--- src/rtl/uart_tx_ctrl.sv ---
// uart_tx_ctrl: sequencing controller for a 10-bit UART transmit shift register.
// Accepts a byte on a valid/ready handshake, builds an 8N1 frame
// {stop, data[7:0], start}, then pulses the register's load/shift enables at
// the baud rate. The register shifts in ones, so the line idles high.
//
// Ports:
//   clk       rising-edge clock
//   rst       asynchronous active-high reset
//   tx_valid  producer has a byte on tx_data
//   tx_data   byte to transmit (sampled only on the accept edge)
//   tx_ready  controller can accept a byte this cycle
//   tx_busy   a frame is loading or shifting
//   tx_done   one-cycle pulse coincident with the final shift
//   en_start  parallel-load enable to the shift register
//   en_shift  shift enable to the shift register
//   frame     parallel frame to the shift register, frame[0] sent first
module uart_tx_ctrl #(
    parameter int unsigned BAUD_DIV = 434
) (
    input  logic       clk,
    input  logic       rst,
    input  logic       tx_valid,
    input  logic [7:0] tx_data,
    output logic       tx_ready,
    output logic       tx_busy,
    output logic       tx_done,
    output logic       en_start,
    output logic       en_shift,
    output logic [9:0] frame
);

    localparam int unsigned CNT_W   = 16;
    localparam int unsigned BIT_W   = 4;
    localparam int unsigned FRAME_W = 10;

    localparam logic [CNT_W-1:0]   BAUD_LAST  = CNT_W'(BAUD_DIV - 1);
    localparam logic [BIT_W-1:0]   LAST_BIT   = BIT_W'(FRAME_W - 1);
    localparam logic [FRAME_W-1:0] FRAME_IDLE = '1;

    typedef enum logic [1:0] {
        INIT = 2'd0,
        IDLE = 2'd1,
        LOAD = 2'd2,
        SEND = 2'd3
    } state_t;

    state_t               state, state_d;
    logic [CNT_W-1:0]     baud_cnt, baud_cnt_d;
    logic [BIT_W-1:0]     bit_cnt, bit_cnt_d;
    logic [FRAME_W-1:0]   frame_q, frame_d;

    // State and datapath registers; reset reloads an all-ones frame for INIT.
    always_ff @(posedge clk or posedge rst) begin
        if (rst) begin
            state    <= INIT;
            baud_cnt <= '0;
            bit_cnt  <= '0;
            frame_q  <= FRAME_IDLE;
        end else begin
            state    <= state_d;
            baud_cnt <= baud_cnt_d;
            bit_cnt  <= bit_cnt_d;
            frame_q  <= frame_d;
        end
    end

    // Next-state, counter update and enable decode.
    always_comb begin
        state_d    = state;
        baud_cnt_d = baud_cnt;
        bit_cnt_d  = bit_cnt;
        frame_d    = frame_q;
        tx_ready   = 1'b0;
        tx_busy    = 1'b0;
        tx_done    = 1'b0;
        en_start   = 1'b0;
        en_shift   = 1'b0;

        case (state)
            INIT: begin
                en_start = 1'b1;
                state_d  = IDLE;
            end
            IDLE: begin
                tx_ready = 1'b1;
                if (tx_valid) begin
                    frame_d = {1'b1, tx_data, 1'b0};
                    state_d = LOAD;
                end
            end
            LOAD: begin
                en_start   = 1'b1;
                tx_busy    = 1'b1;
                baud_cnt_d = '0;
                bit_cnt_d  = '0;
                state_d    = SEND;
            end
            SEND: begin
                tx_busy = 1'b1;
                if (baud_cnt == BAUD_LAST) begin
                    // Bit period ends: shift one bit out.
                    en_shift   = 1'b1;
                    baud_cnt_d = '0;
                    bit_cnt_d  = bit_cnt + BIT_W'(1);
                    if (bit_cnt == LAST_BIT) begin
                        tx_done   = 1'b1;
                        bit_cnt_d = '0;
                        state_d   = IDLE;
                    end
                end else begin
                    baud_cnt_d = baud_cnt + CNT_W'(1);
                end
            end
            default: state_d = INIT;
        endcase

        // Reset holds every strobe low even though state sits in INIT.
        if (rst) begin
            tx_ready = 1'b0;
            tx_busy  = 1'b0;
            tx_done  = 1'b0;
            en_start = 1'b0;
            en_shift = 1'b0;
        end
    end

    assign frame = frame_q;

endmodule

--- config.mk ---
export PLATFORM = sky130hd
export DESIGN_NAME = uart_tx_ctrl
export DESIGN_NICKNAME = d
export VERILOG_FILES = /design/src/rtl/uart_tx_ctrl.sv
export SDC_FILE = /design/constraint.sdc
export NUM_CORES = 1
export LEC_CHECK = 0
export CAP_MARGIN = 30
export CORE_UTILIZATION = 48
export DETAILED_ROUTE_END_ITERATION = 7
export PLACE_DENSITY = 0.77
export SYNTH_ARGS = -nofsm -noshare
export SYNTH_HDL_FRONTEND = slang
export SYNTH_SLANG_ARGS = --single-unit
--- constraint.sdc ---
create_clock -name clk -period 2.3 [get_ports clk]
set_clock_uncertainty 0.15 [all_clocks]
set_input_delay 0.46 -clock clk [delete_from_list [all_inputs] [get_ports clk]]
set_output_delay 0.46 -clock clk [all_outputs]
set_load 0.005 [all_outputs]
### Word-level counts from Yosys, hierarchy flattened

Index checks and enable logic that the tools add are counted.

* register bits after elaboration: 31

* add/sub/neg operators: 2
* equality and inequality tests: 8
* multiplexer cells: 22
* reductions and logical operators: 7

Operator list (number)
* 16-bit case mux with 2 select lines: 1
* 16-bit by 1-bit adder with 16-bit output (second input constant): 1
* 16-bit by 9-bit == test with 1-bit output (second input constant): 1
* 16-bit two-way mux: 1
* 1-bit two-way mux: 13
* 4-bit two-way mux: 2
* 2-bit case mux with 4 select lines: 1
* 4-bit case mux with 2 select lines: 1
* 2-bit two-way mux: 3
* 2-bit inequality test (second input constant): 3
* 4-bit by 1-bit adder with 4-bit output (second input constant): 1
* 2-bit == test (second input constant): 2
* 4-bit == test (second input constant): 1
* 2-bit AND reduction: 2
* 2-bit OR reduction: 2
* 3-bit AND reduction: 1
* 2-bit by 1-bit == test with 1-bit output (second input constant): 1
* 2-bit zero test: 1
* 2-bit nonzero test: 1

### Longest topological paths before layout

* depth after elaboration: 5
* depth in mapped cells: 7
* depth with buffers taken out: 6

### Least setup slack after synthesis

OpenSTA, ideal clock, no wires.

* path type: register to output
* start point: register baud_cnt[1]
* end point: output tx_done
* arrival time: 1828 ps
* required time: 1690 ps
* setup slack: -138 ps
* stages on the path, launching flop included: 6
* buffers on the path: 0
* path through: dfrtp_1 inv_1 ha_1 or4b_4 or4_4 nor4_1

* word-level cells in the longest chain between the ends: 4

Ends and longest elaborated chain
* start, declared: line 48 `logic [CNT_W-1:0] baud_cnt, baud_cnt_d;`
* start signal, assigned: line 61 `baud_cnt <= baud_cnt_d;`
* 16-bit by 9-bit == test with 1-bit output: line 100 `if (baud_cnt == BAUD_LAST) begin`
* 1-bit two-way mux: line 100
* 1-bit two-way mux: line 79 `case (state)`
* 1-bit two-way mux: line 118 `if (rst) begin`
* end, declared: line 26 `output logic tx_done,`

Every way passes these cells.

### Worst setup path in the final report

Same ends and word-level chain as after synthesis.

==> results_dict.tcl <==
set metrics [dict create \
    drc_errors 0 \
    maxCapViolations 0 \
    regArea_um2 787 \
    grt_max_degree 32 \
    yosysUniqueCellTypes 45 \
    critPathMaxFanout 2 \
    fin_util_pct 76.5 \
    outcome "complete, but fails checks" \
    worstSetupEndpointType "primary output" \
    coreArea_um2 3360 \
    area_growth_pct 50.8 \
    drt-initial-drc-count 66 \
    max_freq_mhz 342 \
    ios 26 \
    synthesis.area_um2 1710 \
    critPathLaunchType "flop" \
    clockRootBuffer "clkbuf_4" \
    drv_slew 0 \
    grt_overflow 0 \
    grtUsageTotal_pct 27.0 \
    nets 259 \
    multiInputGateArea_um2 991 \
    post-route-period-util_pct 127 \
    p_leak_nw 1.19 \
    gp_congestion 0.966 \
    wl_per_cell_um 16.5 \
    rsz0062_at_grt "true" \
    setup_viol 14 \
    finalHoldViolCount 0 \
    syn-num-nets 187 \
    antenna_found_initial 0 \
    numCtsBuffers 5 \
    synth_warnings 0 \
    cp_data_required_time_ps 1690 \
    fin_crit_ps 2920 \
    drive_gt1_share_pct 42.3 \
    fp.dieH_um 61.6 \
    timing.rr.start "baud_cnt[1]" \
    cts_sinks 31 \
    r2r_cells 9 \
    grt_pass1_wl_mm 7.22 \
    fp-row-count 21 \
    synth_enable_flop_cells 0 \
    ys.flop_type "dfrtp_1" \
    initial_core_util_pct 50.7 \
    r2r_end "bit_cnt[3]" \
    ir_worst_vdd_mv 0.613 \
    worst_pin_slew_ps 611 \
    first_pass_iters 4 \
    num_antenna_cells 0 \
    layout_commonest_cell "buf_4" \
    viasPerCell 5.72 \
    wl_mm 4.73 \
    whs_path_depth 1 \
    final.setup.worst_slack_ps -621 \
    regToRegSetupSlack_ps -390 \
    seq_area_frac_synth_pct 46.1 \
    ys_seq_elements 31 \
    violations "negative setup slack" \
    die_area_um2 3800 \
    ant_nets 0 \
    clk_pin_slew_ps 90 \
    clk_path_buf_depth 2 \
    slew_headroom_pct 58.9 \
    cts_tree "yes" \
    hp-class "reg -> reg" \
    clock_latency_ps 340 \
    fin_area_um2 2570 \
    async_reset_ff_share_pct 100 \
    holdPathEnd "frame[0]" \
    syn_area_per_cell_um2 10.2 \
    syn_inst 168 \
    numPortBuffers 24 \
    n_fill_cell 237 \
    critPathKind "reg -> out" \
    cp.arrival_ps 2310 \
    vias 1642 \
    place_area_um2 2220 \
    fin_cells 287 \
    place_hpwl_mm 3.13 \
    power_density_nw_per_um2 1020 \
    min-delay-start "frame[0]" \
    layout_common_cells "buf_4, dfrtp_1, clkdlybuf4s50_1, nand2_1, nor2_1" \
    htreeDepth 2 \
    dp_cells 262 \
    cts.hold.buffers_added 0 \
    fp.dieW_um 61.6 \
    grt_pass1_vias 1605 \
]
[flip-flops by register name, summed over array words and instances (netlist names)]
signal	count
bit_cnt	4
baud_cnt	16
state	2
frame	9
[power by group]
group / internal (W) / total, W / switching, W
Sequential: 0.000714 / 0.000788 / 0.0000742
Combinational: 0.000747 / 0.00138 / 0.000629
Clock: 0.000257 / 0.000453 / 0.000197
[stage by stage]
| stage | hold slack [ps] | setup WS [ps] | power (W) | setup TNS (ps) |
|---|---|---|---|---|
| floorplan | 314 | -91.1 | 0.00133 | -144 |
| global placement | 329 | -588 | 0.00176 | -1260 |
| detailed placement | 345 | -644 | 0.00181 | -1720 |
| CTS | 359 | -680 | 0.00252 | -1920 |
| global route | 372 | -717 | 0.00278 | -4160 |
| finish | 358 | -621 | 0.00262 | -3180 |
[worst max-delay path, stage by stage (launching register included)]
cell,delay (ps)
dfrtp_1,400
inv_2,80
ha_4,110
or4b_4,460
or4_4,510
buf_6,140
nor4_4,120
buf_2,150
[layer usage]
metal  global-route usage (%)  up-vias  share of wire (%)
met3                     7.56        9                5.0
met4                     10.5        0                1.9
met5                        0        -                  0
met1                     29.5      819                 39
met2                     49.0       52                 55
li1                         -      762                  -
[cell families (layout without fill, tap and decap cells)]
family	Yosys count	in the layout	share of synthesized area [%]
xor gates and xnor gates	4	4	2.05
buffers and inverters	16	89	3.81
other	1	1	0.220
DFF	31	31	46.1
AOI/OAI and AO/OA	34	34	13.9
adders and majority gates	8	8	5.87
and+or+nand+nor	64	64	21.4
muxes	10	10	6.60
[worst max path at each step]
stage	startpoint	to	slack [ps]	cells after the start
6_report	baud_cnt[1]	tx_done	-620	7
5_1_grt	baud_cnt[1]	tx_done	-720	7
4_1_cts	baud_cnt[1]	tx_done	-680	7
3_5_place_dp	baud_cnt[1]	tx_done	-640	6
3_3_place_gp	baud_cnt[1]	tx_done	-590	6
2_1_floorplan	baud_cnt[1]	tx_done	-90	5
[layout make-up]
class	instances	share of cell area (%)
well taps	46	2.24
repair buffers	71	23.8
flip-flops and latches	31	30.6
clock inverters	2	1.36
clock buffers	6	2.00
inverters	10	1.46
multi-input cells	121	38.5
[cell usage after synthesis, drive strengths merged, types with 2 or more instances]
cell    count  area, um^2
a21o        4        30.0
a21oi       5        25.0
a31oi       8        50.1
and2        3        18.8
and3        3        18.8
buf         2        12.5
clkbuf      4        15.0
dfrtp      22         551
dfstp       9         236
ha          8         100
inv        10        37.5
mux2       10         113
nand2      11        41.3
nand3       7        35.0
nand4       6        37.5
nor2       11        41.3
nor3        3        15.0
nor4        5        31.3
o21ai       6        30.0
or2         2        12.5
or3         2        12.5
or4         3        33.8
xnor2       3        26.3
[repair_timing]
| action | CTS | global route |
|---|---|---|
| gates resized for setup | 37 | 10 |
| cloned | 1 | 0 |
| endpoints found under the setup margin | 13 | 23 |
| pin swaps | 10 | 4 |
| setup buffers | 12 | 4 |
Power figures use the tool's default switching activity.
